$ cat src/rtl/alu_entry_sequencer_if.sv
// Button inputs and control outputs of the ALU entry sequencer.
// The sequencer connects through the master modport. The datapath or the
// testbench connects through the slave modport: it drives the buttons and
// observes the strobes and the display controls.
interface alu_entry_sequencer_if;
   logic       enter;
   logic       undo;
   logic       load_a;
   logic       load_b;
   logic       load_op;
   logic       update_res;
   logic [2:0] state;
   logic [3:0] step_led;
   logic       disp_res;
   logic       blink;

   modport master (
      input  enter,
      input  undo,
      output load_a,
      output load_b,
      output load_op,
      output update_res,
      output state,
      output step_led,
      output disp_res,
      output blink
   );

   modport slave (
      output enter,
      output undo,
      input  load_a,
      input  load_b,
      input  load_op,
      input  update_res,
      input  state,
      input  step_led,
      input  disp_res,
      input  blink
   );
endinterface

$ cat src/rtl/alu_entry_sequencer.sv
// alu_entry_sequencer: sequences A, B and OpCode entry for the lab ALU from
// a single enter button. It issues one-cycle load strobes, then a result
// update strobe one cycle after the opcode load, so the combinational ALU has
// time to settle.
// Optional feature: define ALU_SEQ_UNDO_EN to let the undo button step back
// one entry. The default build ignores undo.
// The buttons are level inputs and are already debounced and synchronized.
// Each rising edge counts as one press. The handshake has no ready signal.
module alu_entry_sequencer #(
   parameter int BLINK_DIV = 250
) (
   input logic                  clk,
   input logic                  reset,
   alu_entry_sequencer_if.master bus
);

   localparam int CW = (BLINK_DIV > 1) ? $clog2(BLINK_DIV) : 1;
   localparam logic [CW-1:0] CNT_MAX = CW'(BLINK_DIV - 1);

   typedef enum logic [2:0] {
      S_A    = 3'b000,
      S_B    = 3'b001,
      S_OP   = 3'b010,
      S_CALC = 3'b011,
      S_RES  = 3'b100
   } state_t;

   state_t        state_q;
   state_t        state_d;
   logic          enter_q;
   logic          enter_rise;
   logic          undo_rise;
   logic          load_a_q;
   logic          load_b_q;
   logic          load_op_q;
   logic          update_res_q;
   logic          load_a_d;
   logic          load_b_d;
   logic          load_op_d;
   logic          update_res_d;
   logic [CW-1:0] cnt_q;
   logic          blink_q;
   logic          editing;
   logic [3:0]    step_led_d;
   logic          disp_res_d;

   // Previous enter level. It resets high, so an enter button held through
   // reset produces no edge.
   always_ff @(posedge clk) begin
      if (reset) enter_q <= 1'b1;
      else       enter_q <= bus.enter;
   end

   assign enter_rise = bus.enter & ~enter_q;

`ifdef ALU_SEQ_UNDO_EN
   logic undo_q;

   // Previous undo level. It resets high for the same reason as enter_q.
   always_ff @(posedge clk) begin
      if (reset) undo_q <= 1'b1;
      else       undo_q <= bus.undo;
   end

   assign undo_rise = bus.undo & ~undo_q;
`else
   logic unused_undo;
   assign unused_undo = bus.undo;
   assign undo_rise   = 1'b0;
`endif

   // Next state and next strobe values. Enter has priority over undo. S_CALC
   // always advances after one cycle and ignores both buttons.
   always_comb begin
      state_d      = state_q;
      load_a_d     = 1'b0;
      load_b_d     = 1'b0;
      load_op_d    = 1'b0;
      update_res_d = 1'b0;
      case (state_q)
         S_A: begin
            if (enter_rise) begin
               state_d  = S_B;
               load_a_d = 1'b1;
            end
         end
         S_B: begin
            if (enter_rise) begin
               state_d  = S_OP;
               load_b_d = 1'b1;
            end else if (undo_rise) begin
               state_d = S_A;
            end
         end
         S_OP: begin
            if (enter_rise) begin
               state_d   = S_CALC;
               load_op_d = 1'b1;
            end else if (undo_rise) begin
               state_d = S_B;
            end
         end
         S_CALC: begin
            state_d      = S_RES;
            update_res_d = 1'b1;
         end
         S_RES: begin
            if (enter_rise) begin
               state_d = S_A;
            end else if (undo_rise) begin
               state_d = S_OP;
            end
         end
         default: begin
            state_d = S_A;
         end
      endcase
   end

   // State register and registered strobes. Reset suppresses a strobe that
   // would otherwise fire on the same edge.
   always_ff @(posedge clk) begin
      if (reset) begin
         state_q      <= S_A;
         load_a_q     <= 1'b0;
         load_b_q     <= 1'b0;
         load_op_q    <= 1'b0;
         update_res_q <= 1'b0;
      end else begin
         state_q      <= state_d;
         load_a_q     <= load_a_d;
         load_b_q     <= load_b_d;
         load_op_q    <= load_op_d;
         update_res_q <= update_res_d;
      end
   end

   assign editing = (state_q == S_A) || (state_q == S_B) || (state_q == S_OP);

   // Blink generator. It runs only while an entry is being edited. Any state
   // change restarts it with the display on.
   always_ff @(posedge clk) begin
      if (reset) begin
         cnt_q   <= '0;
         blink_q <= 1'b1;
      end else if ((state_d != state_q) || !editing) begin
         cnt_q   <= '0;
         blink_q <= 1'b1;
      end else if (cnt_q == CNT_MAX) begin
         cnt_q   <= '0;
         blink_q <= ~blink_q;
      end else begin
         cnt_q <= cnt_q + CW'(1);
      end
   end

   // Decode the step indicator and the display source from the current state.
   always_comb begin
      step_led_d = 4'b0001;
      disp_res_d = 1'b0;
      case (state_q)
         S_A:     step_led_d = 4'b0001;
         S_B:     step_led_d = 4'b0010;
         S_OP:    step_led_d = 4'b0100;
         S_CALC: begin
            step_led_d = 4'b1000;
            disp_res_d = 1'b1;
         end
         S_RES: begin
            step_led_d = 4'b1000;
            disp_res_d = 1'b1;
         end
         default: begin
            step_led_d = 4'b0001;
            disp_res_d = 1'b0;
         end
      endcase
   end

   assign bus.load_a     = load_a_q;
   assign bus.load_b     = load_b_q;
   assign bus.load_op    = load_op_q;
   assign bus.update_res = update_res_q;
   assign bus.state      = state_q;
   assign bus.step_led   = step_led_d;
   assign bus.disp_res   = disp_res_d;
   assign bus.blink      = blink_q;

endmodule
$ cat src/flat_wrapper.sv
// flat-port wrapper written by rule: the top's interface ports become plain ports
module alu_entry_sequencer_flat 
#(
   parameter int BLINK_DIV = 250
)
  (clk, reset, bus_enter, bus_undo, bus_load_a, bus_load_b, bus_load_op, bus_update_res, bus_state, bus_step_led, bus_disp_res, bus_blink);
  alu_entry_sequencer_if bus_i ();
  input logic clk;
  input logic reset;
  input wire logic [$bits(bus_i.enter)-1:0] bus_enter;
  input wire logic [$bits(bus_i.undo)-1:0] bus_undo;
  output wire logic [$bits(bus_i.load_a)-1:0] bus_load_a;
  output wire logic [$bits(bus_i.load_b)-1:0] bus_load_b;
  output wire logic [$bits(bus_i.load_op)-1:0] bus_load_op;
  output wire logic [$bits(bus_i.update_res)-1:0] bus_update_res;
  output wire logic [$bits(bus_i.state)-1:0] bus_state;
  output wire logic [$bits(bus_i.step_led)-1:0] bus_step_led;
  output wire logic [$bits(bus_i.disp_res)-1:0] bus_disp_res;
  output wire logic [$bits(bus_i.blink)-1:0] bus_blink;
  assign bus_i.enter = bus_enter;
  assign bus_i.undo = bus_undo;
  assign bus_load_a = bus_i.load_a;
  assign bus_load_b = bus_i.load_b;
  assign bus_load_op = bus_i.load_op;
  assign bus_update_res = bus_i.update_res;
  assign bus_state = bus_i.state;
  assign bus_step_led = bus_i.step_led;
  assign bus_disp_res = bus_i.disp_res;
  assign bus_blink = bus_i.blink;
  alu_entry_sequencer #(.BLINK_DIV(BLINK_DIV)) u_core (.clk(clk), .reset(reset), .bus(bus_i));
endmodule
$ cat config.mk
export PLATFORM = sky130hd
export DESIGN_NAME = alu_entry_sequencer_flat
export DESIGN_NICKNAME = d
export VERILOG_FILES = /design/src/rtl/alu_entry_sequencer_if.sv /design/src/rtl/alu_entry_sequencer.sv /design/src/flat_wrapper.sv
export SDC_FILE = /design/constraint.sdc
export NUM_CORES = 1
export LEC_CHECK = 0
export ABC_CLOCK_PERIOD_IN_PS = 3600
export BUFFER_PORTS_ARGS = -buffer_cell sky130_fd_sc_hd__buf_2
export CORE_MARGIN = 4
export CORE_UTILIZATION = 26
export DETAILED_ROUTE_END_ITERATION = 8
export GPL_ROUTABILITY_DRIVEN = 0
export PLACE_DENSITY = 0.45
export RECOVER_POWER = 25
export SLEW_MARGIN = 20
export SYNTH_ARGS = -nofsm -noshare
export SYNTH_HDL_FRONTEND = slang
export SYNTH_SLANG_ARGS = --single-unit
$ cat constraint.sdc
create_clock -name clk -period 3.6 [get_ports clk]
set_input_delay 0.36 -clock clk [delete_from_list [all_inputs] [get_ports clk]]
set_output_delay 0.36 -clock clk [all_outputs]
set_load 0.03 [all_outputs]
==> results_dict.tcl, run 1 <==
set metrics [dict create \
    path_class "register to output port" \
    status "finished, final reports clean" \
    p_int_mw 0.2454 \
    portBuffers 15 \
    ys_warn_count 0 \
    cp-end-kind "output port" \
    clk_pin_slew_ns 0.10 \
    grt_overflow 0 \
    tightestPinTransition_ns 0.4256 \
    cts_resized 0 \
    slew_viol_final 0 \
    min_period_ns 1.695 \
    grt_pass1_vias 648 \
    async_flop_share 0 \
    fmax_ghz 0.5901 \
    p_sw_frac 0.2462 \
    synth_cell_types 33 \
    rsz0062_at_grt "false" \
    cts.hold.buffers_added 0 \
    cellPowerDensity_nw_per_um2 363.3 \
    startpoint_type "register" \
    crit_required_ns 3.24 \
    clk_path_buf_depth 2 \
    grt_usage 0.08681 \
    start_util 0.2783 \
    p_leak_nw 0.3563 \
    seq_power_share 0.607 \
    min_path_cells 2 \
    r2r-start "u_core.cnt_q[2]" \
    postRouteAntennaNets 0 \
    core_area_um2 2805 \
    cts_tree "built" \
    avgSynthCellArea_um2 9.185 \
    cts_buffers 3 \
    nNetsFinal 107 \
    multi_input_area_um2 412.9 \
    synth_nets 91 \
    fp.dieH_um 62.80 \
    drt_iter0_drc 19 \
    seq_area_um2 340.3 \
    clkLatencyLatePin_ns 0.28 \
    ir_drop_mv 0.1632 \
    vias_per_cell 4.954 \
    grt_max_degree 13 \
    ctsHtreeMaxLevel 1 \
    n_fill_cell 313 \
    die_x_um 62.80 \
    hold_path.class "primary input to register" \
    power.clock.fraction 0.310 \
    antenna_found_initial 0 \
    final_cells 131 \
    drv_cap 0 \
    wl_mm 1.504 \
    rows 19 \
    drcViolationCount 0 \
    synth_ff_type "dfxtp_1" \
    synth_edf_count 0 \
    yosysSeqAreaShare 0.4359 \
    via_count 649 \
    holdPathEnd "u_core.enter_q" \
    cp.arrival_ns 1.33 \
    grt_pass1_wl_mm 2.753 \
    min_from "bus_enter" \
    root_buffer "clkbuf_4" \
    synth_cells 85 \
    dpl.cell_count 127 \
    cts_setup_buffers 0 \
    dpl.hpwl_mm 1.093 \
    skew_ns 0.007278 \
    timing.rr.end "u_core.cnt_q[5]" \
    synth_seq_cells 17 \
    r2r_cells 3 \
    relSlewSlack 0.7141 \
    fin_setup_tns_ns 0 \
    reg2reg_slack_ns 2.10 \
    area_growth_pct 14.74 \
    setup_viol_count_final 0 \
    netlist_area_um2 780.7 \
    drive_gt1_frac 0.2400 \
    ios 17 \
    diodes 0 \
    drtPass1Iterations 4 \
    path_max_fanout 12 \
    wl_per_cell_um 11.48 \
    p_sw_mw 0.08012 \
    finalHoldViolations 0 \
    comb_power_share 0.083 \
    finalCritPeriodShare 0.4708 \
    cts.sinks 17 \
    die_area_um2 3944 \
]
stage by stage:
step | hold WS [ns] | worst slack [ns] | util | power (mW) | instance area (um2)
floorplan | 0.4616 | 1.790 | - | 0.2231 | 780.7
global placement | 0.4833 | 2.158 | 0.3104 | 0.2291 | 870.8
global route | 0.2541 | 1.777 | 0.3194 | 0.3477 | 895.9
CTS | 0.2610 | 1.884 | 0.3198 | 0.3307 | 897.1
detailed placement | 0.4907 | 2.141 | 0.3104 | 0.2296 | 870.8
finish | 0.2683 | 1.905 | 0.3194 | 0.3255 | 895.9
power by group through the flow:
stage | registers, mW | clock network, mW | logic (mW)
after floorplan | 0.202 | 0 | 0.0207
after global placement | 0.202 | 0 | 0.0273
after detailed placement | 0.202 | 0 | 0.0277
after CTS | 0.198 | 0.105 | 0.0278
after global routing | 0.199 | 0.119 | 0.0303
final | 0.198 | 0.101 | 0.0269
cells in the mapped netlist (2+ instances only):
library cell | number | share of area
nand2_1 | 7 | 0.034
a21oi_1 | 4 | 0.026
or3_1 | 2 | 0.016
nand3_1 | 3 | 0.019
nor3_1 | 6 | 0.038
o21ai_0 | 5 | 0.032
mux2_2 | 2 | 0.029
nor2_1 | 3 | 0.014
nor2b_1 | 3 | 0.024
nand2b_1 | 6 | 0.048
clkbuf_1 | 2 | 0.0096
nor3b_1 | 2 | 0.019
dfxtp_1 | 17 | 0.44
xor2_1 | 2 | 0.022
nor4_1 | 2 | 0.016
ha_1 | 2 | 0.032
placed cells by master (no fill, tap or decap):
cell type,Yosys,routed
a211oi_2,1,1
buf_2,1,14
nor4b_1,1,1
nand2b_1,6,6
nor4_1,2,2
inv_1,1,1
o31ai_1,1,1
a21boi_0,1,1
nand3b_1,1,1
nor2b_1,3,3
nand3_1,3,3
o21ai_0,5,5
nand2_1,7,7
or2_2,1,1
nand4_4,1,1
nand2_2,1,1
o21a_1,1,1
dfxtp_1,17,17
or3_1,2,2
a21oi_1,4,4
nor2_1,3,3
a211oi_1,1,1
clkbuf_4,0,3
nand4_1,1,1
or3b_1,1,1
xor2_1,2,2
nor3b_1,2,2
ha_1,2,2
a31oi_1,1,1
mux2_2,2,2
clkbuf_1,2,2
nor3_1,6,6
and3b_2,1,1
critical path, cell delays in order, from the launching register on:
cell and delay, ns:
dfxtp_1 0.58, nand3b_1 0.24, nand2_1 0.07, buf_2 0.17
cell families after synthesis:
| family | synth area share |
|---|---|
| mux | 0.02884 |
| buf+inv | 0.03525 |
| fa+ha+maj | 0.03205 |
| xor+xnor | 0.02244 |
| compound gates | 0.1202 |
| flops | 0.4359 |
| simple gates | 0.3253 |
flip-flops by register name (all words and copies together) (netlist names):
name	count
u_core.bus.blink	1
u_core.bus.load_a	1
u_core.bus.load_b	1
u_core.bus.load_op	1
u_core.bus.state	3
u_core.bus.update_res	1
u_core.cnt_q	8
u_core.enter_q	1
routing by layer:
metal / share of wire / wire (um) / GRT usage / up-vias
li1: - / - / - / 330
met1: 0.44 / 669 / 0.09249 / 302
met2: 0.49 / 738 / 0.1478 / 13
met3: 0.044 / 66 / 0.02158 / 4
met4: 0.019 / 29 / 0.06336 / 0
met5: 0 / 0 / 0 / -
layout make-up:
class                   instances  share of cell area
clock buffers                   4             0.02933
inverters                       1            0.004190
multi-input cells              63              0.4609
flip-flops and latches         17              0.3799
well taps                      31             0.04330
repair buffers                 15             0.08240
how the worst max path moves through the flow:
| stage | depth (start not counted) | to | startpoint |
|---|---|---|---|
| 5_1_grt | 4 | bus_disp_res | u_core.bus.state[0] |
| 2_1_floorplan | 2 | bus_step_led[2] | u_core.bus.state[2] |
| 6_report | 3 | bus_disp_res | u_core.bus.state[2] |
| 3_5_place_dp | 3 | u_core.cnt_q[5] | u_core.cnt_q[2] |
| 3_3_place_gp | 4 | u_core.bus.blink | bus_enter |
| 4_1_cts | 3 | bus_disp_res | u_core.bus.state[2] |
(Power assumes the default switching activity.)
==> inputs of run 2 (changes only) <==
- ABC_AREA: unset -> 1
- ABC_CLOCK_PERIOD_IN_PS: 3600 -> 1400
- PLACE_DENSITY: 0.45 -> 0.47
- clock period: 3.6 -> 1.4 ns (I/O delays scaled with it)
==> run 2 against run 1 <==
First-iteration DRC count grew 68%. Non-clock buffer count grew 1. Utilization grew 2.9 points. Sequential power grew to 2.5 times the previous value. Setup slack lost 1.9 ns. Via count shrank 2.2%. Flip-flop and latch count is the same. Critical path type unchanged.
==> results_dict.tcl, run 2 <==
set metrics [dict create \
    synth_ff_type "dfxtp_1" \
    diodes 0 \
    ys_warn_count 0 \
    synth_common_cells "nand2_1, dfxtp_1, inv_1" \
    n_fill_cell 283 \
    p_leak_nw 0.4114 \
    area_growth_pct 25.16 \
    dp_worst_setup_slack_ns 0.2073 \
    drcViolationCount 0 \
    path_class "register to output port" \
    clk_pin_slew_ns 0.10 \
    startpoint_type "register" \
    yosysTopAreaCellShare 0.4359 \
    setup_viol_count_final 0 \
    rsz0062_at_grt "true" \
    skew_ns 0.01192 \
    largest_reg_flops 8 \
    final_cell_mix "nand2_1, dfxtp_1, inv_1" \
    finalCritPeriodShare 0.9706 \
    grt_usage 0.08609 \
    synth_seq_cells 17 \
    die_area_um2 3944 \
    reg2reg_slack_ns 0.22 \
    min_path_cells 2 \
    drt_iter0_drc 32 \
    worstSetupStartpoint "u_core.bus.state[2]" \
    grt_overflow 0 \
    synthTopCellsByArea "dfxtp_1, nand2_1, inv_1" \
    die_x_um 62.80 \
    cts.sinks 17 \
    slew_viol_final 0 \
    async_flop_share 0 \
    fp.dieH_um 62.80 \
    ir_drop_mv 0.4386 \
    root_buffer "clkbuf_4" \
    fmax_ghz 0.7359 \
    relSlewSlack 0.8440 \
    yosysSeqAreaShare 0.4359 \
    clk_path_buf_depth 2 \
    ios 17 \
    grt_max_degree 11 \
    avgSynthCellArea_um2 8.049 \
    yosysTopAreaCell "dfxtp_1" \
    cellPowerDensity_nw_per_um2 884.4 \
    hold_path.class "primary input to register" \
    cp.arrival_ns 1.22 \
    path_max_fanout 6 \
    clkLatencyLatePin_ns 0.30 \
    synth_cell_types 21 \
    r2r_cells 6 \
    start_util 0.2783 \
    finalHoldViolations 0 \
    cts_buffers 3 \
    wl_mm 1.473 \
    min_period_ns 1.359 \
    grt_pass1_vias 651 \
    ctsHtreeMaxLevel 1 \
    vias_per_cell 4.291 \
    wl_per_cell_um 9.953 \
    dpl.hpwl_mm 1.088 \
    drv_cap 0 \
    drtPass1Iterations 2 \
    netlist_area_um2 780.7 \
    via_count 635 \
    holdPathEnd "u_core.enter_q" \
    antenna_found_initial 0 \
    cts_tree "built" \
    yosysMostFrequentCell "nand2_1" \
    r2r-start "u_core.cnt_q[0]" \
    multi_input_area_um2 410.4 \
    drive_gt1_frac 0.4017 \
    cp-end-kind "output port" \
    nNetsFinal 124 \
    synth_nets 103 \
    core_area_um2 2805 \
    tightestPinTransition_ns 0.2334 \
    largest_register "u_core.cnt_q" \
    rows 19 \
    fin_ws_ns 0.04118 \
    portBuffers 15 \
    seq_area_um2 351.6 \
    timing.rr.end "u_core.cnt_q[0]" \
    postRouteAntennaNets 0 \
    crit_required_ns 1.26 \
    post-route-util 0.3484 \
    grt_pass1_wl_mm 2.732 \
    layout_commonest_cell "nand2_1" \
    min_from "bus_enter" \
    synth_cells 97 \
    status "finished, final reports clean" \
    synth_edf_count 0 \
]
-- run 2: changes by cell type after synthesis, sizes merged, moves of 3 or more --
cell,delta
nor2b,-3
nor2,+12
nor3,-3
nand3,+5
nand2,+16
nand2b,-6
inv,+14
-- run 2: metrics by stage --
step | instances | TNS, ns | power, mW | area, um2 | hold slack, ns
3_3_place_gp | 143 | 0 | 0.6043 | 904.6 | 0.3440
6_report | 148 | 0 | 0.8642 | 977.2 | 0.04741
2_1_floorplan | 97 | 0 | 0.5828 | 790.8 | 0.2438
4_1_cts | 147 | 0 | 0.8832 | 950.9 | 0.03520
5_1_grt | 148 | -0.02505 | 0.9175 | 977.2 | 0.04884
3_5_place_dp | 143 | 0 | 0.6048 | 904.6 | 0.3472
-- run 2: cell families after synthesis --
logic type      after synthesis  synth area share
buf+inv                      15           0.07211
simple gates                 53            0.3702
flops                        17            0.4359
xor+xnor                      2           0.02244
fa+ha+maj                     2           0.03205
compound gates                8           0.06731
-- run 2: timing repair --
item	4_1_cts	5_1_grt
endpoints found under the setup margin	3	4
setup buffers	0	1
resized for setup	7	4
hold buffers	0	0
-- run 2: worst max-delay path by stage --
stage                 endpoint  slack, ns  cells after the start
6_report       bus_step_led[0]       0.04                      5
5_1_grt        bus_step_led[0]      -0.02                      5
4_1_cts        bus_step_led[0]     0.0005                      5
3_5_place_dp   u_core.cnt_q[7]       0.21                      6
3_3_place_gp   u_core.cnt_q[4]       0.23                      6
2_1_floorplan  bus_step_led[0]       0.02                      4
-- run 2: final cells by class --
class / instances / share of cell area
multi-input combinational: 65 / 0.4200
sequential: 17 / 0.3598
timing repair buffer: 16 / 0.09475
inverter: 15 / 0.05762
tap: 31 / 0.03969
clock buffer: 3 / 0.02305
clock inverter: 1 / 0.005122
-- run 2: metal layers --
metal	up-vias	GRT usage	share of wire
met5	-	0	0
met4	0	0.02479	0.0068
met3	2	0.03777	0.048
met2	10	0.1451	0.48
met1	278	0.09804	0.46
li1	345	-	-
-- run 2: critical path, stage by stage (launching register included) --
cell and delay, ns:
dfxtp_4 0.41, inv_1 0.05, nand3_1 0.11, nand2_2 0.09, nor3_4 0.12, buf_6 0.15
-- run 2: report_power, final --
part           leakage [nW]  internal, mW  switching, mW
logic                 0.253        0.0329         0.0567
clock network        0.0177         0.106          0.164
registers             0.140         0.491         0.0136
total                 0.411         0.630          0.234
==> inputs of run 3 (changes only) <==
- ABC_CLOCK_PERIOD_IN_PS: 1400 -> 1550
- PLACE_DENSITY: 0.47 -> 0.45
- clock period: 1.4 -> 1.55 ns (I/O delays scaled with it)
==> run 3 against run 2 <==
Setup slack better by 0.071 ns. Clock power is 10% lower. Sequential power down 9.5%. Sequential share of layout area increased by 1.0 points. Final cell count is the same.
==> results_dict.tcl, run 3 (synthesis gave the netlist of run 2 again) <==
set metrics [dict create \
    status "finished, final reports clean" \
    p_leak_nw 0.4126 \
    die_area_um2 3944 \
    wl_mm 1.429 \
    drive_gt1_frac 0.3590 \
    dpl.cell_count 143 \
    path_class "register to output port" \
    path_max_fanout 6 \
    ir_drop_mv 0.3009 \
    power.total_mw 0.7775 \
    hold_path.class "primary input to register" \
    postRouteAntennaNets 0 \
    clk_path_buf_depth 2 \
    p_sw_mw 0.2083 \
    root_buffer "clkbuf_4" \
    finalHoldViolations 0 \
    rsz0062_at_grt "false" \
    clkLatencyLatePin_ns 0.29 \
    p_int_mw 0.5693 \
    cellPowerDensity_nw_per_um2 824.2 \
    start_util 0.2783 \
    drcViolationCount 0 \
    min_period_ns 1.438 \
    fmax_ghz 0.6953 \
    cts_tree "built" \
    startpoint_type "register" \
    vias_per_cell 4.345 \
    portBuffers 15 \
    ios 17 \
    grt_usage 0.07926 \
    largest_register "u_core.cnt_q" \
    max_stage_delay_ns 0.42 \
    final_cell_mix "nand2_1, dfxtp_1, inv_1" \
    worstPathCellList "inv_1 > nand3_1 > nand2_1 > nor3_4 > buf_4" \
    crit_required_ns 1.39 \
    nNetsFinal 124 \
    cp-end-kind "output port" \
    grt_pass1_wl_mm 2.539 \
    layout_commonest_cell "nand2_1" \
    comb_power_share 0.102 \
    final_cells 148 \
    skew_ns 0.003806 \
    seq_power_share 0.586 \
    dpl.hpwl_mm 1.121 \
    area_growth_pct 20.83 \
    via_count 643 \
    clk_pin_slew_ns 0.10 \
    finalCritPeriodShare 0.9279 \
    cts.sinks 17 \
    power.clock.fraction 0.312 \
    wl_per_cell_um 9.655 \
    fin_setup_tns_ns 0 \
    n_fill_cell 320 \
    p_sw_frac 0.2678 \
    tightestPinTransition_ns 0.3707 \
    rows 19 \
    place_area_um2 902.1 \
    post-route-util 0.3363 \
    core_area_um2 2805 \
    largest_reg_flops 8 \
    drtPass1Iterations 4 \
    relSlewSlack 0.7539 \
    cts_buffers 3 \
    grt_overflow 0 \
    drt_iter0_drc 7 \
    fin_area_um2 943.4 \
    grt_max_degree 11 \
    grt_pass1_vias 624 \
    cp_slowest_cell "dfxtp_2" \
    cp.arrival_ns 1.28 \
    die_x_um 62.80 \
    diodes 0 \
    drv_cap 0 \
    ctsHtreeMaxLevel 1 \
    slew_viol_final 0 \
    fp.dieH_um 62.80 \
    setup_viol_count_final 0 \
    antenna_found_initial 0 \
]
## run 3: power by group through the flow
stage | logic, mW | registers (mW) | clock network [mW]
after floorplan | 0.0539 | 0.472 | 0
after global placement | 0.0766 | 0.468 | 0
after detailed placement | 0.0772 | 0.469 | 0
after CTS | 0.0778 | 0.459 | 0.261
after global routing | 0.0891 | 0.458 | 0.279
final | 0.0789 | 0.456 | 0.243
## run 3: path summary, 6_finish.rpt
check / from / end / slack, ns / cells after the start
min reg2reg: u_core.bus.blink / u_core.bus.blink / 0.48 / 2
min: bus_enter / u_core.enter_q / 0.05 / 2
max reg2reg: u_core.cnt_q[0] / u_core.cnt_q[4] / 0.35 / 6
max: u_core.bus.state[2] / bus_step_led[0] / 0.11 / 5
## run 3: worst max-delay path: cells and delay by family, from the launching register on
kind                   cells  cell delay [ns]
flip-flops                 1             0.42
AND/OR/NAND/NOR            3             0.33
buffers and inverters      2             0.23
## run 3: cell type report
type	instances	area, um2	share of cell area
Multi-Input combinational cell	65	390.4	0.4138
Tap cell	31	38.79	0.04111
Clock buffer	3	22.52	0.02387
Sequential cell	17	349.1	0.3700
Clock inverter	1	5.005	0.005305
Inverter	15	56.30	0.05968
Timing Repair Buffer	16	81.33	0.08621
## run 3: per-layer routing
layer | share of wire | vias up | GRT usage
li1 | - | 342 | -
met1 | 0.46 | 284 | 0.09348
met2 | 0.48 | 15 | 0.1332
met3 | 0.053 | 2 | 0.02878
met4 | 0.0084 | 0 | 0.02479
met5 | 0 | - | 0
## run 3: timing repair
item	4_1_cts	5_1_grt
buffers inserted	0	1
pin swaps	0	0
hold buffers	0	0
hold endpoints to repair	0	0
resized for setup	2	4
setup endpoints to repair	3	2
gates cloned	0	0
## run 3: metrics by stage
stage | worst slack [ns] | hold WS [ns]
after CTS | 0.04591 | 0.04517
after global placement | 0.3342 | 0.3562
after floorplan | 0.003876 | 0.2588
final | 0.1117 | 0.05470
after global routing | 0.005613 | 0.05831
after detailed placement | 0.2992 | 0.3580
